### src/rtl/acc_cpu_hs.sv
// Accumulator CPU with fetch/decode/execute control and a req/ack memory port.
// Each instruction is two words: an opcode word (op in [3:0], immediate flag in bit 4)
// followed by an operand word. Memory may stall any access by withholding ack.
module acc_cpu_hs #(
  parameter int unsigned DATA_W   = 8,
  parameter int unsigned ADDR_W   = 8,
  parameter int unsigned RESET_PC = 0
) (
  input  logic              clk,
  input  logic              rst,
  output logic              mem_req,
  output logic              mem_we,
  output logic [ADDR_W-1:0] mem_addr,
  output logic [DATA_W-1:0] mem_wdata,
  input  logic [DATA_W-1:0] mem_rdata,
  input  logic              mem_ack,
  output logic              halted,
  output logic [ADDR_W-1:0] pc_o,
  output logic [DATA_W-1:0] ac_o,
  output logic [2:0]        flags_o,
  output logic [2:0]        state_o
);

  typedef enum logic [2:0] {
    StF1  = 3'd0,
    StF2  = 3'd1,
    StMem = 3'd2,
    StEx  = 3'd3,
    StHlt = 3'd4
  } state_e;

  localparam logic [3:0] OpNop = 4'h0, OpLda = 4'h1, OpSta = 4'h2, OpAdd = 4'h3;
  localparam logic [3:0] OpSub = 4'h4, OpAnd = 4'h5, OpOr  = 4'h6, OpXor = 4'h7;
  localparam logic [3:0] OpJmp = 4'h8, OpJz  = 4'h9, OpJn  = 4'hA, OpJc  = 4'hB;
  localparam logic [3:0] OpShl = 4'hC, OpShr = 4'hD, OpNot = 4'hE, OpHlt = 4'hF;

  state_e            state_q, state_d;
  logic              run_q;
  logic [ADDR_W-1:0] pc_q, pc_d;
  logic [DATA_W-1:0] ac_q, ac_d;
  logic [DATA_W-1:0] opr_q, opr_d;
  logic [DATA_W-1:0] mdr_q, mdr_d;
  logic [4:0]        ir_q, ir_d;
  logic              c_q, c_d, n_q, n_d, z_q, z_d;

  logic [3:0]        op;
  logic              imm;
  logic              ac_wr;
  logic              mem_operand;
  logic [DATA_W-1:0] val;
  logic [DATA_W:0]   sum, diff;

  assign op  = ir_q[3:0];
  assign imm = ir_q[4];

  // Operand source and ALU adders; the extra top bit is carry out / borrow.
  always_comb begin
    val         = imm ? opr_q : mdr_q;
    sum         = {1'b0, ac_q} + {1'b0, val};
    diff        = {1'b0, ac_q} - {1'b0, val};
    mem_operand = !imm && (op == OpLda || op == OpAdd || op == OpSub ||
                           op == OpAnd || op == OpOr  || op == OpXor);
  end

  // Next-state, datapath updates and memory port drive.
  always_comb begin
    state_d   = state_q;
    pc_d      = pc_q;
    ac_d      = ac_q;
    opr_d     = opr_q;
    mdr_d     = mdr_q;
    ir_d      = ir_q;
    c_d       = c_q;
    n_d       = n_q;
    z_d       = z_q;
    ac_wr     = 1'b0;
    mem_req   = 1'b0;
    mem_we    = 1'b0;
    mem_addr  = pc_q;
    mem_wdata = ac_q;

    unique case (state_q)
      StF1: begin
        // run_q holds off the first request for one cycle after reset, so an ack
        // belonging to an aborted access can never be taken as a fresh fetch.
        if (run_q) begin
          mem_req = 1'b1;
          if (mem_ack) begin
            ir_d    = mem_rdata[4:0];
            pc_d    = pc_q + ADDR_W'(1);
            state_d = StF2;
          end
        end
      end
      StF2: begin
        mem_req = 1'b1;
        if (mem_ack) begin
          opr_d = mem_rdata;
          pc_d  = pc_q + ADDR_W'(1);
          if (op == OpSta || mem_operand) state_d = StMem;
          else if (op == OpHlt)           state_d = StHlt;
          else                            state_d = StEx;
        end
      end
      StMem: begin
        mem_req  = 1'b1;
        mem_addr = opr_q[ADDR_W-1:0];
        mem_we   = (op == OpSta);
        if (mem_ack) begin
          if (op == OpSta) begin
            state_d = StF1;
          end else begin
            mdr_d   = mem_rdata;
            state_d = StEx;
          end
        end
      end
      StEx: begin
        state_d = StF1;
        case (op)
          OpLda: begin ac_d = val;        ac_wr = 1'b1; end
          OpAnd: begin ac_d = ac_q & val; ac_wr = 1'b1; end
          OpOr:  begin ac_d = ac_q | val; ac_wr = 1'b1; end
          OpXor: begin ac_d = ac_q ^ val; ac_wr = 1'b1; end
          OpNot: begin ac_d = ~ac_q;      ac_wr = 1'b1; end
          OpAdd: begin
            ac_d  = sum[DATA_W-1:0];
            c_d   = sum[DATA_W];
            ac_wr = 1'b1;
          end
          OpSub: begin
            ac_d  = diff[DATA_W-1:0];
            c_d   = diff[DATA_W];
            ac_wr = 1'b1;
          end
          OpShl: begin
            ac_d  = {ac_q[DATA_W-2:0], 1'b0};
            c_d   = ac_q[DATA_W-1];
            ac_wr = 1'b1;
          end
          OpShr: begin
            ac_d  = {1'b0, ac_q[DATA_W-1:1]};
            c_d   = ac_q[0];
            ac_wr = 1'b1;
          end
          OpJmp: pc_d = opr_q[ADDR_W-1:0];
          OpJz:  if (z_q) pc_d = opr_q[ADDR_W-1:0];
          OpJn:  if (n_q) pc_d = opr_q[ADDR_W-1:0];
          OpJc:  if (c_q) pc_d = opr_q[ADDR_W-1:0];
          default: ;
        endcase
        if (ac_wr) begin
          z_d = (ac_d == '0);
          n_d = ac_d[DATA_W-1];
        end
      end
      StHlt: state_d = StHlt;
      default: state_d = StF1;
    endcase
  end

  // State register with synchronous active-low reset.
  always_ff @(posedge clk) begin
    if (!rst) begin
      state_q <= StF1;
      run_q   <= 1'b0;
      pc_q    <= ADDR_W'(RESET_PC);
      ac_q    <= '0;
      opr_q   <= '0;
      mdr_q   <= '0;
      ir_q    <= '0;
      c_q     <= 1'b0;
      n_q     <= 1'b0;
      z_q     <= 1'b0;
    end else begin
      state_q <= state_d;
      run_q   <= 1'b1;
      pc_q    <= pc_d;
      ac_q    <= ac_d;
      opr_q   <= opr_d;
      mdr_q   <= mdr_d;
      ir_q    <= ir_d;
      c_q     <= c_d;
      n_q     <= n_d;
      z_q     <= z_d;
    end
  end

  assign halted  = (state_q == StHlt);
  assign pc_o    = pc_q;
  assign ac_o    = ac_q;
  assign flags_o = {c_q, n_q, z_q};
  assign state_o = state_q;

endmodule

### config.mk
export PLATFORM = sky130hd
export DESIGN_NAME = acc_cpu_hs
export DESIGN_NICKNAME = d
export VERILOG_FILES = /design/src/rtl/acc_cpu_hs.sv
export SDC_FILE = /design/constraint.sdc
export NUM_CORES = 1
export LEC_CHECK = 0
export ABC_AREA = 1
export ABC_CLOCK_PERIOD_IN_PS = 2300
export BUFFER_PORTS_ARGS = -buffer_cell sky130_fd_sc_hd__buf_2
export CAP_MARGIN = 40
export CORE_ASPECT_RATIO = 0.7
export CORE_MARGIN = 5
export CORE_UTILIZATION = 53
export DETAILED_ROUTE_END_ITERATION = 10
export PLACE_DENSITY = 0.78
export SLEW_MARGIN = 0
export SYNTH_ARGS = -nofsm -noshare
export SYNTH_HDL_FRONTEND = slang
export SYNTH_SLANG_ARGS = --single-unit
### constraint.sdc
create_clock -name clk -period 2.3 [get_ports clk]
set_clock_uncertainty 0.2 [all_clocks]
set_input_delay 0 -clock clk [delete_from_list [all_inputs] [get_ports clk]]
set_output_delay 0 -clock clk [all_outputs]
set_load 0.02 [all_outputs]
* Word-level counts from Yosys, hierarchy flattened
Cells that the tools add are included.
** Operators by class
- $add $sub $neg :: 3
- Multiplexer cells :: 26
- Eq/ne operators :: 27
- Reduce and logical (&&, ||, !) cells :: 21
- Bitwise operators :: 5
** Operators with widths (number)
- $pmux 8 s9 :: 1
- $mux 8 :: 8
- $eq 4x4->1 const B :: 8
- $pmux 8 s4 :: 1
- $pmux 8 s3 :: 1
- $mux 3 :: 6
- $eq 4x3->1 const B :: 4
- $pmux 3 s4 :: 1
- $add 8x8->9 :: 1
- $ne 3x3->1 const B :: 3
- $reduce_or 9->1 :: 1
- $sub 8x8->9 :: 1
- $add 8x1->8 const B :: 1
- $and 8x8->8 :: 1
- $eq 4x2->1 const B :: 2
- $logic_not 8->1 :: 1
- $ne 2x2->1 const B :: 4
- $not 8->8 :: 1
- $or 8x8->8 :: 1
- $xor 8x8->8 :: 1
- $eq 3x2->1 const B :: 2
- $logic_or 1x1->1 :: 6
- $reduce_and 2->1 :: 3
- $reduce_and 3->1 :: 2
- 17 further kinds :: 21
** Storage, ports and cells
- Output and inout bits :: 41
- Logic and storage cells :: 92
- Register bits :: 44
- Bits of input ports :: 11

* Longest topological paths before layout
- Depth after elaboration :: 11
- Mapped depth :: 19
- Depth with buffers taken out :: 18

* Worst setup path after synthesis
Ideal clock, no wire load.
- Path kind :: reg2reg
- From :: reg ir_q[4]
- To :: reg z_q
- Buffers on the path :: 1
- Clock period less this slack :: 2.519 ns
- Library setup time :: 0.070 ns
- Slack :: -0.219 ns
- Data arrival time :: 2.249 ns
- Stages on the path, launching flop included :: 14
- Data required time :: 2.030 ns
- Cell sequence :: dfxtp_1 > clkbuf_2 > o21ai_0 > inv_1 > ha_1 > fa_1 > nand3b_1 > a21oi_1 > nor2_1 > nor3_1 > nand2_1 > nor2_1 > nand3_1 > a21oi_1
** Between the ends
- Cells in the longest elaborated chain, start to end :: 5
- Elaborated cells between the ends (all ways) :: 9
- Classes of those cells :: add/sub: 2; mux: 3; bitwise: 3; reduce/logical: 1
** Ends and longest elaborated chain
- start: declaration :: RTL line 43 : logic [4:0] ir_q, ir_d;
- start signal: assignment :: RTL line 182 : ir_q <= ir_d;
- $mux 8 * :: RTL line 58 : val = imm ? opr_q : mdr_q;
- $sub 8x8->9 (tied with other cells) :: RTL line 60 : diff = {1'b0, ac_q} - {1'b0, val};
- $pmux 8 s9 * :: RTL line 120 : case (op)
- $mux 8 * :: RTL line 82 : unique case (state_q)
- $logic_not 8->1 * :: RTL line 153 : z_d = (ac_d == '0);
- end signal: assignment :: RTL line 185 : z_q <= z_d;
- end: declaration :: RTL line 44 : logic c_q, c_d, n_q, n_d, z_q, z_d;
Mark *: on every way between the ends. The rest lies on a longest branch, timed or not. The select of a mux whose other input is x is not followed.
A chain may end at the register's enable or synchronous reset.

* Worst setup path after layout
Same ends and word-level chain as after synthesis.

==> reports/results.ini <==
[detailed_routing]
viasPerCell=5.61
drt-pass1-iter-count=5
wl_per_cell_um=16.2
dr_total_vias=4709
wl_um=13600
ant_nets=0
dr.first_iter.drc_count=492
drc_errors=0

[clocking]
clk_pin_slew_ns=0.10
clkSinkCount=44
root_buffer=clkbuf_8
insertion_delay_ns=0.30
cts_buffers=5
clockBufferDepth=2
tritoncts=built
h-tree-depth=2

[synthesis]
synth-seq-area-share=0.238
synthesis.area_um2=3700
async_flop_share=0
ys_types=33
synth_area_per_cell_um2=5.98
yosys_warnings=0
synth_nets=658
synth-edff-count=0
synth_seq_cells=44
synth_top_flop_cell=dfxtp_1
syn_inst=618

[floorplanning]
num_rows=25
coreArea_um2=6760
die_x_um=110
num_io_pins=52
die_h_um=79.9
dieArea_um2=8780
initial_core_util=0.547

[global_route]
grt-ovfl-total=0
grt_pass1_wl_um=20600
use_met1=0.440
met2_usage=0.452
grt_max_degree=24
grtUsageTotal=0.301
antenna_found_initial=0
first_global_vias=4046
use_met3=0.0695
top_usage_layer=met2

[min_path]
hold_path.class=in -> reg

[sta]
finalMaxSlewViolations=0
final-setup-viol-count=9
finalCriticalPeriod_ns=2.65
rsz0062_at_grt=true
hold-worst-slack_ns=0.0148
worstMarginPinSlew_ns=0.891
post-route-period-util=1.15
relSlewSlack=0.405
max_freq_ghz=0.377
fin_ws_ns=-0.354
hold_viol_final=0

[worst_setup_path]
arrival_ns=2.68
critPathMostFrequentCell=nand2_2
path_cells=buf_6 -> o21ai_4 -> inv_2 -> ha_4 -> fa_2 -> nand3b_1 -> nand2_2 -> nand2_2 -> nand2_2 -> nand2_2 -> nand3_2 -> nand4_1 -> nor2_2 -> nand3_1 -> a21oi_1
cp_max_fo=7
cpLargestDelayFamily=simple AND/OR/NAND/NOR gates
worstSetupEndpointType=flop
critPathMaxStageDelay_ns=0.38
r2r_setup_slack_ns=-0.35
required_ns=2.33
crit_buf_inv=2
worst-setup-path-type=reg -> reg
crit_slowest_cell=dfxtp_4
startpoint_type=flop

[placement]
hpwl_um=10000
gp_congestion=1.01
port_buffers=51
place_ws_ns=-0.457

[finish]
antennaDiodeCount=0
fin_util=0.767
areaGrowthSynthToFinish_pct=40.1
regArea_um2=890
fillerInstances=543
layout.nets=785
multi_input_area_um2=2670
drive_above_1_share=0.287

[pwr]
p_leak_nw=2.52
p_per_area_nw_per_um2=558
finalPower_mw=2.89
irDropWorstVdd_mv=0.404

[outcome]
run_status=complete, but fails checks
violations=negative setup slack

[run]
drv_cap=0

[cells by family (layout without fill, tap and decap cells)]
family | count (synthesis) | in the layout | synth area share
adder cells (fa/ha/maj) | 29 | 29 | 0.102
AND/OR/NAND/NOR | 308 | 308 | 0.348
buffers and inverters | 115 | 243 | 0.132
XOR/XNOR | 1 | 1 | 0.00237
AO/OA/AOI/OAI | 121 | 121 | 0.177
flip-flops | 44 | 44 | 0.238
[state kept, by name (all words and copies together) (netlist names)]
| register | count |
|---|---|
| ir_q | 5 |
| pc_o | 8 |
| mdr_q | 8 |
| ac_o | 8 |
| n_q | 1 |
| z_q | 1 |
| opr_q | 8 |
| run_q | 1 |
| c_q | 1 |
| state_o | 3 |
[worst register-to-register path, stage by stage, from the launching register on]
cell	delay [ns]
dfxtp_4	0.38
buf_6	0.13
o21ai_4	0.13
inv_2	0.08
ha_4	0.17
fa_2	0.34
nand3b_1	0.23
nand2_2	0.13
nand2_2	0.07
nand2_2	0.06
nand2_2	0.07
nand3_2	0.07
nand4_1	0.16
nor2_2	0.17
nand3_1	0.09
a21oi_1	0.11
[placed cells by master (no fill, tap or decap), drive strengths merged, types with 9 or more instances in the layout]
cell type and count:
a21oi 50, nor3 9, nand3 54, nand2 155
dfxtp 44, nor2 81, ha 27, inv 87
buf 131, o21ai 50, dlygate4sd3 16
[per-stage QoR]
step           std cells  cell area [um2]  TNS, ns
6_report             840             5180    -1.55
5_1_grt              840             5180    -2.64
3_5_place_dp         807             4490    -2.47
4_1_cts              832             4890    -1.35
2_1_floorplan        618             3750  -0.0208
3_3_place_gp         807             4490    -1.97
[per-layer routing]
metal	part of all wire	up-vias
li1	-	2239
met1	0.42	2142
met2	0.43	292
met3	0.13	36
met4	0.022	0
met5	0	-
[cell usage after synthesis (5+ instances only)]
library cell    n  share of area
a21oi_1        50          0.068
buf_2           5         0.0068
buf_4          11          0.022
clkbuf_1        9         0.0091
dfxtp_1        44           0.24
ha_1           27          0.091
inv_1          87          0.088
nand2_1       155           0.16
nand3_1        54          0.073
nand4_1         5         0.0085
nor2_1         79          0.080
nor3_1          8          0.011
o21ai_0        50          0.068
[final timing paths]
path              startpoint          to  depth (start not counted)
setup / recovery     ir_q[4]         z_q                         15
hold / removal       mem_ack  state_o[1]                          5
setup reg to reg     ir_q[4]         z_q                         15
hold reg to reg     mdr_q[5]    mdr_q[5]                          2
[final cells by class]
class	instances	share of cell area
Multi-Input combinational cell	459	0.515
Timing Repair Buffer	147	0.203
Sequential cell	44	0.172
Inverter	88	0.0642
Tap cell	94	0.0227
Clock buffer	6	0.0159
Clock inverter	2	0.00748
[power by group]
part | total (mW) | switching [mW] | internal [mW]
logic | 1.33 | 0.808 | 0.522
clock network | 0.659 | 0.303 | 0.356
registers | 0.901 | 0.0719 | 0.829
total | 2.89 | 1.18 | 1.71
[repair_timing]
action / 4_1_cts / 5_1_grt
endpoints found under the hold margin: 22 / 0
endpoints found under the setup margin: 10 / 15
hold buffers: 16 / 0
resized for setup: 29 / 61
pin swaps: 11 / 32
setup buffers: 1 / 8
(Power assumes the default switching activity.)
